### src/rtl/arb_pkg.sv
// rtl/arb_pkg.sv - shared constants, state encoding and index helpers for the port arbiter
package arb_pkg;

    localparam int NREQ = 4;
    localparam int IDXW = 2;

    typedef enum logic {
        IDLE = 1'b0,
        OWN  = 1'b1
    } arb_state_e;

    function automatic logic [NREQ-1:0] idx_to_onehot(input logic [IDXW-1:0] idx);
        logic [NREQ-1:0] oh;
        oh      = '0;
        oh[idx] = 1'b1;
        return oh;
    endfunction

    function automatic logic [IDXW-1:0] onehot_to_idx(input logic [NREQ-1:0] oh);
        logic [IDXW-1:0] idx;
        idx = '0;
        for (int i = 0; i < NREQ; i++) begin
            if (oh[i]) begin
                idx = idx | IDXW'(i);
            end
        end
        return idx;
    endfunction

endpackage

### src/rtl/rr_pick.sv
// rtl/rr_pick.sv - combinational round-robin pick starting at ptr, skipping masked requesters
module rr_pick
    import arb_pkg::*;
(
    input  logic [3:0] req,
    input  logic [1:0] ptr,
    input  logic [3:0] mask,
    output logic       valid,
    output logic [1:0] idx
);

    logic [3:0] eligible;
    logic [1:0] cand;

    assign eligible = req & ~mask;

    // Walk the search order backwards so the candidate closest to ptr is written last and wins.
    always_comb begin
        valid = 1'b0;
        idx   = ptr;
        cand  = ptr;
        for (int k = NREQ - 1; k >= 0; k--) begin
            cand = ptr + k[1:0];
            if (eligible[cand]) begin
                valid = 1'b1;
                idx   = cand;
            end
        end
    end

endmodule

### src/rtl/mem_port_arbiter.sv
// rtl/mem_port_arbiter.sv - round-robin owner of a shared memory port; optional ARB_TIMEOUT_EN forces release after MAX_HOLD cycles
module mem_port_arbiter
    import arb_pkg::*;
#(
    parameter int N        = 32,
    parameter int MAX_HOLD = 16
) (
    input  logic       clk,
    input  logic       rst,
    input  logic [3:0] req,
    input  logic       done,
    output logic [3:0] gnt,
    output logic [1:0] sel,
    output logic       busy,
    output logic       timeout
);

    if (N < 1 || MAX_HOLD < 2 || MAX_HOLD > 255) begin : g_param_check
        $error("mem_port_arbiter: N must be positive and MAX_HOLD within 2..255");
    end

    arb_state_e state_q, state_d;
    logic [1:0] ptr_q, ptr_d;
    logic [3:0] gnt_q, gnt_d;
    logic [1:0] sel_q, sel_d;

    logic       end_tenure;
    logic       hold_expire;
    logic [1:0] pick_ptr;
    logic [3:0] pick_mask;
    logic       pick_valid;
    logic [1:0] pick_idx;

`ifdef ARB_TIMEOUT_EN
    localparam logic [7:0] HOLD_LAST = 8'(MAX_HOLD - 1);

    logic [7:0] hold_q, hold_d;
    logic       timeout_q, timeout_d;

    assign hold_expire = (hold_q == HOLD_LAST);
`else
    assign hold_expire = 1'b0;
`endif

    // On end of tenure the pick reruns from the owner's successor with the owner masked out.
    always_comb begin
        end_tenure = (state_q == OWN) && (done || !req[sel_q] || hold_expire);
        pick_ptr   = end_tenure ? sel_q + 2'd1 : ptr_q;
        pick_mask  = end_tenure ? idx_to_onehot(sel_q) : 4'b0000;
    end

    rr_pick u_rr_pick (
        .req   (req),
        .ptr   (pick_ptr),
        .mask  (pick_mask),
        .valid (pick_valid),
        .idx   (pick_idx)
    );

    always_comb begin
        state_d = state_q;
        ptr_d   = ptr_q;
        gnt_d   = gnt_q;
        sel_d   = sel_q;
        case (state_q)
            IDLE: begin
                if (pick_valid) begin
                    state_d = OWN;
                    gnt_d   = idx_to_onehot(pick_idx);
                    sel_d   = pick_idx;
                end
            end
            OWN: begin
                if (end_tenure) begin
                    ptr_d = pick_ptr;
                    if (pick_valid) begin
                        gnt_d = idx_to_onehot(pick_idx);
                        sel_d = pick_idx;
                    end else begin
                        state_d = IDLE;
                        gnt_d   = 4'b0000;
                    end
                end
            end
            default: begin
                state_d = IDLE;
                gnt_d   = 4'b0000;
            end
        endcase
    end

    always_ff @(posedge clk or posedge rst) begin
        if (rst) begin
            state_q <= IDLE;
            ptr_q   <= 2'd0;
            gnt_q   <= 4'b0000;
            sel_q   <= 2'd0;
        end else begin
            state_q <= state_d;
            ptr_q   <= ptr_d;
            gnt_q   <= gnt_d;
            sel_q   <= sel_d;
        end
    end

`ifdef ARB_TIMEOUT_EN
    // Counter restarts on every handover so each owner gets a full MAX_HOLD window.
    always_comb begin
        hold_d    = hold_q;
        timeout_d = 1'b0;
        if (end_tenure || (state_q == IDLE && pick_valid)) begin
            hold_d    = 8'd0;
            timeout_d = hold_expire && !done;
        end else if (state_q == OWN) begin
            hold_d = hold_q + 8'd1;
        end
    end

    always_ff @(posedge clk or posedge rst) begin
        if (rst) begin
            hold_q    <= 8'd0;
            timeout_q <= 1'b0;
        end else begin
            hold_q    <= hold_d;
            timeout_q <= timeout_d;
        end
    end

    assign timeout = timeout_q;
`else
    assign timeout = 1'b0;
`endif

    assign gnt  = gnt_q;
    assign sel  = sel_q;
    assign busy = |gnt_q;

endmodule

### config.mk
export PLATFORM = sky130hd
export DESIGN_NAME = mem_port_arbiter
export DESIGN_NICKNAME = d
export VERILOG_FILES = /design/src/rtl/arb_pkg.sv /design/src/rtl/rr_pick.sv /design/src/rtl/mem_port_arbiter.sv
export SDC_FILE = /design/constraint.sdc
export NUM_CORES = 1
export LEC_CHECK = 0
export ABC_AREA = 1
export BUFFER_PORTS_ARGS = -buffer_cell sky130_fd_sc_hd__buf_2
export CAP_MARGIN = 20
export CORE_MARGIN = 4
export CORE_UTILIZATION = 45
export CTS_CLUSTER_SIZE = 8
export DETAILED_ROUTE_END_ITERATION = 10
export PLACE_DENSITY = 0.67
export SLEW_MARGIN = 20
export SYNTH_ARGS = -nofsm -noshare
export SYNTH_HDL_FRONTEND = slang
export SYNTH_HIERARCHICAL = 1
export SYNTH_SLANG_ARGS = --single-unit
### constraint.sdc
create_clock -name clk -period 2.8 [get_ports clk]
set_clock_uncertainty 0.2 [all_clocks]
set_input_delay 0.28 -clock clk [delete_from_list [all_inputs] [get_ports clk]]
set_output_delay 0.28 -clock clk [all_outputs]
set_load 0.02 [all_outputs]
==> results.rst, run 1 <==
.. list-table::
   :header-rows: 1

   * - Metric
     - Value
   * - Total Wirelength
     - 1.80 mm
   * - Number of filler cells placed in the layout
     - 176
   * - Gpl congestion
     - 0.801
   * - Sequential area share after synthesis
     - 26.7%
   * - Hold Crit Depth
     - 4
   * - Row count
     - 15
   * - P&R area growth vs syn
     - 24.4%
   * - CTS tree
     - done
   * - Minimum setup slack among reg-to-reg paths
     - 0.20 ns
   * - Setup tns final
     - 0 ns
   * - Wire length per cell
     - 10.2 um
   * - Max_cap viols
     - 0
   * - Vias per cell
     - 4.65
   * - Multi-input combinational cell area
     - 552 um^2
   * - Crit. End Element
     - flop
   * - Final worst path period need
     - 2.60 ns
   * - CTS Buf Count
     - 3
   * - Starting utilization of the core area
     - 48.2%
   * - Largest net degree at the start of global routing
     - 10
   * - Worst Path Arrival
     - 2.61 ns
   * - Post-layout instance area
     - 1050 um^2
   * - Register clock-pin slew on the reported worst setup and hold paths
     - 0.06 ns
   * - Total overflow reported by the global router
     - 0
   * - Fraction of final layout cells sized beyond drive strength 1
     - 34.4%
   * - Clock network latency to the later pin of the worst-skew pair
     - 0.26 ns
   * - Worst-case hold path end point
     - state_q
   * - Fraction of synthesized cell area taken by the top area cell type
     - 26.7%
   * - Worst Hold Class
     - input port to flop
   * - Ant. Diodes
     - 0
   * - Mean post-synth cell area
     - 6.43 um^2
   * - Number of design-rule violations left by the first detailed-router iteration
     - 12
   * - HP Start
     - done
   * - Io pins
     - 15
   * - Number of global-route vias before repair
     - 764
   * - Number of standard cells after synthesis
     - 131
   * - Status
     - finished clean
   * - Yosys top cell by area
     - sky130_fd_sc_hd__dfrtp_1
   * - DP HPWL
     - 1.47 mm
   * - Maximum fanout count along the critical path
     - 8
   * - Deepest clock path buffer count
     - 2
   * - End of the worst register-to-register path
     - gnt[0]
   * - Commonest cells after routing, fill and taps aside
     - 41 x sky130_fd_sc_hd__nand2_1, 16 x sky130_fd_sc_hd__inv_1, 16 x sky130_fd_sc_hd__nand3_1, 13 x sky130_fd_sc_hd__buf_2, 9 x sky130_fd_sc_hd__nand2_2
   * - Post-Synthesis Net Count
     - 142
   * - Yosys warns
     - 6
   * - Root buffer cell
     - sky130_fd_sc_hd__clkbuf_4
   * - Fin. Hold Viols
     - 0
   * - Die outline width
     - 51.3 um
   * - IO buf count
     - 13
   * - Die outline area
     - 2630 um^2
   * - Instance area at placement
     - 937 um^2
   * - Maximum clock frequency
     - 0.384 GHz
   * - Global-route wire length before repair
     - 3.03 mm
   * - Max Transition Viols Final
     - 0
   * - Number of distinct library cells after synthesis
     - 23
   * - Class of the most critical setup path
     - flop to flop
   * - Clock sink total
     - 9
   * - Cell Area, Synth
     - 842 um^2
   * - Number of nets in the layout
     - 163
   * - Area of the placeable core
     - 1750 um^2
   * - Final routed DRC violation total
     - 0
   * - Y dimension of the die
     - 51.3 um
   * - Number of cell instances on the worst register-to-register path
     - 19
   * - First-pass detailed-route iteration total
     - 4
   * - Storage element area
     - 226 um^2
   * - Start of the worst register-to-register path
     - sel[0]
   * - GRT Total Usage
     - 15.4%
   * - Utilization of the core after routing
     - 60.0%
   * - CP required
     - 2.80 ns
   * - Count of state elements after synthesis
     - 9
   * - Antenna violations before repair
     - 0
   * - Routed vias
     - 818
   * - Leading cell type in the layout, fill and taps excluded
     - sky130_fd_sc_hd__nand2_1
   * - Ranking of synthesized cells by area
     - sky130_fd_sc_hd__dfrtp_1 27%, sky130_fd_sc_hd__nand2_1 20%, sky130_fd_sc_hd__nand3_1 11%
   * - Ratio of final minimum period to clock period
     - 92.9%
   * - Remaining antenna violation count after routing
     - 0
   * - H-tree lvl count
     - 1
   * - Finish-stage setup viols
     - 0
   * - Nature of the critical path startpoint
     - flop
-- what timing repair did --
action / in CTS / in global routing
endpoints found under the hold margin: 9 / 0
resized for setup: 0 / 16
setup buffers: 0 / 2
setup endpoints to repair: 0 / 4
hold buffers: 1 / 0
-- synth_stat cells --
master                     count
sky130_fd_sc_hd__nand2_1      44
sky130_fd_sc_hd__nand3_1      19
sky130_fd_sc_hd__inv_1        17
sky130_fd_sc_hd__dfrtp_1       9
sky130_fd_sc_hd__nand2_2       7
sky130_fd_sc_hd__inv_2         6
sky130_fd_sc_hd__nor2_1        6
sky130_fd_sc_hd__ha_1          4
sky130_fd_sc_hd__o21ai_0       3
sky130_fd_sc_hd__a21oi_1       2
sky130_fd_sc_hd__nand2_4       2
sky130_fd_sc_hd__a211oi_1      1
sky130_fd_sc_hd__buf_4         1
sky130_fd_sc_hd__buf_6         1
sky130_fd_sc_hd__clkbuf_2      1
sky130_fd_sc_hd__conb_1        1
sky130_fd_sc_hd__inv_6         1
sky130_fd_sc_hd__nand3_2       1
sky130_fd_sc_hd__nand3_4       1
sky130_fd_sc_hd__o21ai_1       1
sky130_fd_sc_hd__or2_2         1
sky130_fd_sc_hd__or4_1         1
sky130_fd_sc_hd__xnor2_2       1
-- per-stage QoR --
step / std cells / setup slack (ns) / hold slack (ns)
after detailed placement: 169 / 0.0223 / 0.0579
final: 176 / 0.199 / 0.209
after floorplan: 131 / 0.137 / -0.0921
after global placement: 169 / 0.139 / 0.0584
after CTS: 174 / 0.00967 / 0.192
after global routing: 176 / -0.0397 / 0.248
-- metal layers --
metal | GRT usage (%) | share of wire (%) | up-vias | wire length (um)
met3 | 2.62 | 2.7 | 5 | 48
li1 | - | - | 442 | -
met4 | 7.86 | 2.3 | 0 | 41
met5 | 0 | 0 | - | 0
met2 | 26.2 | 50 | 12 | 894
met1 | 18.6 | 45 | 359 | 815
-- worst max-delay path: stages (launching register included) --
cell	delay (ns)
sky130_fd_sc_hd__dfrtp_2	0.43
sky130_fd_sc_hd__inv_2	0.08
sky130_fd_sc_hd__nand2_1	0.07
sky130_fd_sc_hd__nand3_2	0.07
sky130_fd_sc_hd__nand2_2	0.07
sky130_fd_sc_hd__nand2_2	0.08
sky130_fd_sc_hd__nand2_4	0.09
sky130_fd_sc_hd__o21ai_2	0.16
sky130_fd_sc_hd__buf_6	0.17
sky130_fd_sc_hd__inv_6	0.05
sky130_fd_sc_hd__nand3_1	0.11
sky130_fd_sc_hd__nand2_4	0.05
sky130_fd_sc_hd__nand2_1	0.09
sky130_fd_sc_hd__nand2_2	0.07
sky130_fd_sc_hd__nor2_1	0.11
sky130_fd_sc_hd__nand3_2	0.14
sky130_fd_sc_hd__or2_4	0.28
sky130_fd_sc_hd__nand2_2	0.10
sky130_fd_sc_hd__nand2_1	0.06
sky130_fd_sc_hd__nand2_1	0.06
-- cells by family after synthesis --
kind of cell / synth area share, %
and+or+nand+nor: 46.4
buffers and inverters: 14.1
DFF: 26.7
AOI/OAI and AO/OA: 4.46
adders and majority gates: 5.94
xor gates and xnor gates: 1.93
other: 0.445
-- sequential cells by signal, indices dropped and copies added (netlist names) --
signal,flops
gnt,4
state_q,1
ptr_q,2
sel,2
-- final cells by class --
cell class	count	area share, %
multi-input cells	95	52.7
flip-flops and latches	9	21.6
repair buffers	19	11.1
inverters	24	9.08
well taps	25	2.99
clock buffers	4	2.51
-- worst max path at each step --
stage	from	to	slack, ns	cells past startpoint
3_3_place_gp	sel[0]	gnt[2]	0.14	19
6_report	sel[0]	gnt[0]	0.20	19
3_5_place_dp	sel[0]	gnt[0]	0.02	19
5_1_grt	sel[0]	gnt[0]	-0.04	19
4_1_cts	sel[0]	gnt[0]	0.01	19
2_1_floorplan	sel[0]	gnt[0]	0.14	20
Power of run 1 is left out: the tool's default activity adds up to more than one toggle a clock period on the data nets, which glitch-free logic cannot reach.
==> run 2, diff against run 1 <==
Settings changed: CTS_BUF_LIST set to sky130_fd_sc_hd__clkbuf_8.
==> run 2 against run 1 <==
Against the previous run:
- sequential cell count unchanged
- cell area up 1.8%
- setup slack got worse by 0.0024 ns
- sequential share of layout area is 0.38 points lower
- count of clock-buffer cells in the layout shrank 1
- non-clock buffer count unchanged
- maximum frequency hardly changed
- die area stayed put
- register-to-register slack about the same
- first-iteration DRC count unchanged
- largest cell class unchanged
- highest routed layer unchanged
==> results.rst, run 2 (same netlist as run 1, synthesis figures left out) <==
.. list-table::
   :header-rows: 1

   * - Metric
     - Value
   * - Status
     - finished clean
   * - Nature of the critical path startpoint
     - flop
   * - Crit path largest cell delay
     - 0.43 ns
   * - Critical-path cell with the highest stage delay
     - sky130_fd_sc_hd__dfrtp_2
   * - CP Cell Sequence
     - inv_2, nand2_1, nand3_2, nand2_2, nand2_2, nand2_4, o21ai_2, buf_6, inv_6, nand3_1, nand2_4, nand2_1, nand2_2, nor2_1, nand3_2, or2_4, nand2_2, nand2_1, nand2_1
   * - Leading cell type in the layout, fill and taps excluded
     - sky130_fd_sc_hd__nand2_1
   * - Utilization of the core after routing
     - 61.1%
   * - Maximum fanout count along the critical path
     - 8
   * - Worst-case hold path end point
     - state_q
   * - Ratio of final minimum period to clock period
     - 93.0%
   * - Flip-flop count of the largest register, all copies and words added
     - 4
   * - Final routed DRC violation total
     - 0
   * - DP HPWL
     - 1.47 mm
   * - Global-route wire length before repair
     - 3.03 mm
   * - End of the worst register-to-register path
     - gnt[0]
   * - Number of cell instances on the worst register-to-register path
     - 19
   * - Fraction of final layout cells sized beyond drive strength 1
     - 34.4%
   * - H-tree lvl count
     - 1
   * - Wire length per cell
     - 10.3 um
   * - Register clock-pin slew on the reported worst setup and hold paths
     - 0.04 ns
   * - Total overflow reported by the global router
     - 0
   * - Clock sink total
     - 9
   * - CTS Buf Count
     - 3
   * - Max_cap viols
     - 0
   * - Ant. Diodes
     - 0
   * - CTS tree
     - done
   * - Critical path buffers and inverters
     - 3
   * - Final worst path period need
     - 2.60 ns
   * - Finish-stage setup viols
     - 0
   * - IO buf count
     - 13
   * - Antenna violations before repair
     - 0
   * - Start of the worst register-to-register path
     - sel[0]
   * - Gpl congestion
     - 0.801
   * - Setup tns final
     - 0 ns
   * - Commonest cells after routing, fill and taps aside
     - 41 x sky130_fd_sc_hd__nand2_1, 17 x sky130_fd_sc_hd__inv_1, 16 x sky130_fd_sc_hd__nand3_1, 13 x sky130_fd_sc_hd__buf_2, 9 x sky130_fd_sc_hd__nand2_2
   * - Max Transition Viols Final
     - 0
   * - HP Start
     - done
   * - CP required
     - 2.77 ns
   * - Row count
     - 15
   * - Number of global-route vias before repair
     - 772
   * - Crit path max-delay family
     - simple AND/OR/NAND/NOR gates
   * - GRT Total Usage
     - 15.6%
   * - Remaining antenna violation count after routing
     - 0
   * - Crit. End Element
     - flop
   * - Root buffer cell
     - sky130_fd_sc_hd__clkbuf_8
   * - Class of the most critical setup path
     - flop to flop
   * - Hold Crit Depth
     - 4
   * - Io pins
     - 15
   * - Fin. Hold Viols
     - 0
   * - Worst Path Arrival
     - 2.57 ns
   * - Number of design-rule violations left by the first detailed-router iteration
     - 12
   * - P&R area growth vs syn
     - 26.6%
   * - Total Wirelength
     - 1.81 mm
   * - Number of nets in the layout
     - 163
   * - Vias per cell
     - 4.63
   * - Routed vias
     - 814
   * - Number of filler cells placed in the layout
     - 177
   * - Y dimension of the die
     - 51.3 um
   * - Clock network latency to the later pin of the worst-skew pair
     - 0.23 ns
   * - Die outline area
     - 2630 um^2
   * - First-pass detailed-route iteration total
     - 4
   * - Largest net degree at the start of global routing
     - 10
   * - Worst Hold Class
     - input port to flop
   * - Die outline width
     - 51.3 um
   * - Minimum setup slack among reg-to-reg paths
     - 0.20 ns
   * - Starting utilization of the core area
     - 48.2%
   * - Area of the placeable core
     - 1750 um^2
   * - Deepest clock path buffer count
     - 2
   * - Maximum clock frequency
     - 0.384 GHz
-- run 2: worst reg2reg max path, cell delays in order (launching register included) --
cell                      delay [ns]
sky130_fd_sc_hd__dfrtp_2        0.43
sky130_fd_sc_hd__inv_2          0.09
sky130_fd_sc_hd__nand2_1        0.07
sky130_fd_sc_hd__nand3_2        0.07
sky130_fd_sc_hd__nand2_2        0.07
sky130_fd_sc_hd__nand2_2        0.08
sky130_fd_sc_hd__nand2_4        0.09
sky130_fd_sc_hd__o21ai_2        0.16
sky130_fd_sc_hd__buf_6          0.17
sky130_fd_sc_hd__inv_6          0.05
sky130_fd_sc_hd__nand3_1        0.11
sky130_fd_sc_hd__nand2_4        0.06
sky130_fd_sc_hd__nand2_1        0.09
sky130_fd_sc_hd__nand2_2        0.07
sky130_fd_sc_hd__nor2_1         0.11
sky130_fd_sc_hd__nand3_2        0.14
sky130_fd_sc_hd__or2_4          0.28
sky130_fd_sc_hd__nand2_2        0.10
sky130_fd_sc_hd__nand2_1        0.06
sky130_fd_sc_hd__nand2_1        0.06
-- run 2: timing repair --
action                     4_1_cts  5_1_grt
hold endpoints to repair         9        0
hold buffers                     1        0
gates resized for setup          0       16
setup buffers                    0        2
setup endpoints to repair        0        4
-- run 2: metal layers --
| metal | vias to the layer above | wire [um] | GRT usage [%] |
|---|---|---|---|
| li1 | 441 | - | - |
| met4 | 0 | 56 | 10.5 |
| met3 | 5 | 46 | 1.75 |
| met1 | 354 | 822 | 18.6 |
| met5 | - | 0 | 0 |
| met2 | 14 | 888 | 26.2 |
-- run 2: area by class of cell --
cell class | count | area, um^2 | area share, %
multi-input cells | 95 | 552 | 51.8
flip-flops and latches | 9 | 226 | 21.2
repair buffers | 19 | 116 | 10.9
inverters | 24 | 95.1 | 8.92
clock buffers | 3 | 41.3 | 3.87
well taps | 25 | 31.3 | 2.93
clock inverters | 1 | 3.75 | 0.352
-- run 2: worst max path at each step --
stage | startpoint | to | slack, ns | cells past startpoint
after floorplan | sel[0] | gnt[0] | 0.14 | 20
after global placement | sel[0] | gnt[2] | 0.14 | 19
after detailed placement | sel[0] | gnt[0] | 0.02 | 19
after CTS | sel[0] | gnt[0] | 0.01 | 19
after global routing | sel[0] | gnt[0] | -0.04 | 19
final | sel[0] | gnt[0] | 0.20 | 19
-- run 2: through the flow --
stage | instance area, um^2 | worst slack [ns] | hold slack (ns) | cells
5_1_grt | 1070 | -0.0381 | 0.282 | 176
6_report | 1070 | 0.197 | 0.233 | 176
2_1_floorplan | 842 | 0.137 | -0.0921 | 131
3_3_place_gp | 937 | 0.139 | 0.0584 | 169
3_5_place_dp | 937 | 0.0223 | 0.0579 | 169
4_1_cts | 992 | 0.00963 | 0.224 | 174
Power of run 2 is left out for the same reason.
==> run 3, diff against run 2 <==
Settings changed: BUFFER_PORTS_ARGS -buffer_cell sky130_fd_sc_hd__buf_2 to not set, DONT_BUFFER_PORTS set to 1, PLACE_DENSITY 0.67 to not set.
==> run 3 against run 2 <==
Against the previous run:
- utilization decreased by 2.1 points
- global-route usage decreased by 1.8 points
- sequential cell count unchanged
- final cell count decreased by 5.7%
- via count decreased by 2.8%
- die area unchanged
- count of clock-buffer cells in the layout unchanged
- critical path type unchanged
==> results.rst, run 3 (same netlist as run 1, synthesis figures left out) <==
.. list-table::
   :header-rows: 1

   * - Metric
     - Value
   * - Status
     - finished clean
   * - Worst Hold Class
     - input port to flop
   * - CTS Buf Count
     - 3
   * - Y dimension of the die
     - 51.3 um
   * - Number of global-route vias before repair
     - 676
   * - Max_cap viols
     - 0
   * - Gpl congestion
     - 0.748
   * - HP Start
     - done
   * - Number of design-rule violations left by the first detailed-router iteration
     - 19
   * - Number of cell instances on the worst register-to-register path
     - 22
   * - Global-route wire length before repair
     - 2.77 mm
   * - CP required
     - 2.76 ns
   * - GRT Total Usage
     - 13.8%
   * - Worst-case hold path end point
     - state_q
   * - Ant. Diodes
     - 0
   * - Total Wirelength
     - 1.84 mm
   * - Worst Path Arrival
     - 2.61 ns
   * - Minimum setup slack among reg-to-reg paths
     - 0.15 ns
   * - Remaining antenna violation count after routing
     - 0
   * - H-tree lvl count
     - 1
   * - Start of the worst register-to-register path
     - sel[0]
   * - Ratio of final minimum period to clock period
     - 94.6%
   * - Clock sink total
     - 9
   * - Deepest clock path buffer count
     - 2
   * - Crit. End Element
     - flop
   * - Maximum fanout count along the critical path
     - 8
   * - Die outline width
     - 51.3 um
   * - Nature of the critical path startpoint
     - flop
   * - Finish-stage setup viols
     - 0
   * - Die outline area
     - 2630 um^2
   * - CTS tree
     - done
   * - P&R area growth vs syn
     - 22.3%
   * - First-pass detailed-route iteration total
     - 4
   * - Wire length per cell
     - 11.1 um
   * - Vias per cell
     - 4.77
   * - Hold Crit Depth
     - 3
   * - End of the worst register-to-register path
     - gnt[1]
   * - Flip-flop count of the largest register, all copies and words added
     - 4
   * - Io pins
     - 15
   * - Maximum clock frequency
     - 0.377 GHz
   * - Class of the most critical setup path
     - flop to flop
   * - Post-layout instance area
     - 1030 um^2
   * - Final worst path period need
     - 2.65 ns
   * - Starting utilization of the core area
     - 48.2%
   * - Area of the placeable core
     - 1750 um^2
   * - DP HPWL
     - 1.37 mm
   * - Leading cell type in the layout, fill and taps excluded
     - sky130_fd_sc_hd__nand2_1
   * - Final routed DRC violation total
     - 0
   * - Largest net degree at the start of global routing
     - 10
   * - Fin. Hold Viols
     - 0
   * - Root buffer cell
     - sky130_fd_sc_hd__clkbuf_8
   * - Clock network latency to the later pin of the worst-skew pair
     - 0.23 ns
   * - Fraction of final layout cells sized beyond drive strength 1
     - 29.8%
   * - Number of nets in the layout
     - 153
   * - Antenna violations before repair
     - 0
   * - Max Transition Viols Final
     - 0
   * - Total overflow reported by the global router
     - 0
   * - Row count
     - 15
   * - Commonest cells after routing, fill and taps aside
     - 38 x sky130_fd_sc_hd__nand2_1, 18 x sky130_fd_sc_hd__inv_1, 17 x sky130_fd_sc_hd__nand3_1, 11 x sky130_fd_sc_hd__nand2_2, 9 x sky130_fd_sc_hd__dfrtp_1
   * - Routed vias
     - 791
   * - IO buf count
     - 0
   * - Instance area at placement
     - 872 um^2
   * - Register clock-pin slew on the reported worst setup and hold paths
     - 0.04 ns
run 3: cell types whose count changed in the layout (fill, tap and decap cells not counted), sizes merged:
cell  previous run  this run
buf             18         8
run 3: worst max path at each step:
stage,to,start,slack [ns]
floorplan,gnt[0],sel[0],0.14
global placement,gnt[2],sel[0],0.06
detailed placement,gnt[1],sel[0],0.02
CTS,gnt[1],sel[0],0.007
global route,gnt[1],sel[0],-0.08
finish,gnt[1],sel[0],0.15
run 3: final cells by class:
cell class / count / area [um^2]
multi-input combinational: 95 / 559
clock inverter: 1 / 3.75
tap: 25 / 31.3
inverter: 24 / 95.1
sequential: 9 / 225
timing repair buffer: 9 / 73.8
clock buffer: 3 / 41.3
fill: 187 / 716
run 3: repair_timing:
| action | in CTS | in global routing |
|---|---|---|
| gates resized for setup | 0 | 17 |
| setup endpoints to repair | 0 | 4 |
| endpoints found under the hold margin | 9 | 0 |
| hold buffers | 1 | 0 |
| buffers inserted | 0 | 5 |
run 3: routing by layer:
metal | global-route usage, % | vias to the layer above | share of wire [%]
li1 | - | 418 | -
met1 | 17.7 | 359 | 45
met2 | 22.3 | 10 | 50
met3 | 2.62 | 4 | 3.2
met5 | 0 | - | 0
met4 | 6.55 | 0 | 1.5
run 3: worst max-delay path: stages (launching register included):
cell and delay [ns]:
sky130_fd_sc_hd__dfrtp_1 0.42, sky130_fd_sc_hd__inv_2 0.10, sky130_fd_sc_hd__nand2_1 0.05, sky130_fd_sc_hd__nand3_1 0.10, sky130_fd_sc_hd__nand2_4 0.08, sky130_fd_sc_hd__nand2_4 0.07
sky130_fd_sc_hd__nand2_4 0.08, sky130_fd_sc_hd__o21ai_1 0.17, sky130_fd_sc_hd__buf_6 0.18, sky130_fd_sc_hd__nand3_1 0.11, sky130_fd_sc_hd__nand2_2 0.10, sky130_fd_sc_hd__nand2_2 0.06
sky130_fd_sc_hd__nand2_2 0.08, sky130_fd_sc_hd__inv_2 0.03, sky130_fd_sc_hd__nand2_2 0.04, sky130_fd_sc_hd__nand2_2 0.05, sky130_fd_sc_hd__nand2_1 0.06, sky130_fd_sc_hd__nand2_1 0.06
sky130_fd_sc_hd__nand2_2 0.09, sky130_fd_sc_hd__inv_1 0.07, sky130_fd_sc_hd__a211oi_2 0.19, sky130_fd_sc_hd__nand3_1 0.10, sky130_fd_sc_hd__nand2_1 0.07
run 3: per-stage QoR:
step,setup TNS (ns),setup WS [ns],hold WS (ns),cells,utilization [%]
floorplan,0,0.137,-0.0921,131,-
global placement,0,0.0612,-0.0445,156,50.0
detailed placement,0,0.0232,-0.0424,156,50.0
CTS,0,0.00720,0.148,161,53.1
global route,-0.190,-0.0756,0.202,166,59.0
finish,0,0.151,0.174,166,59.0
Power of run 3 is left out for the same reason.
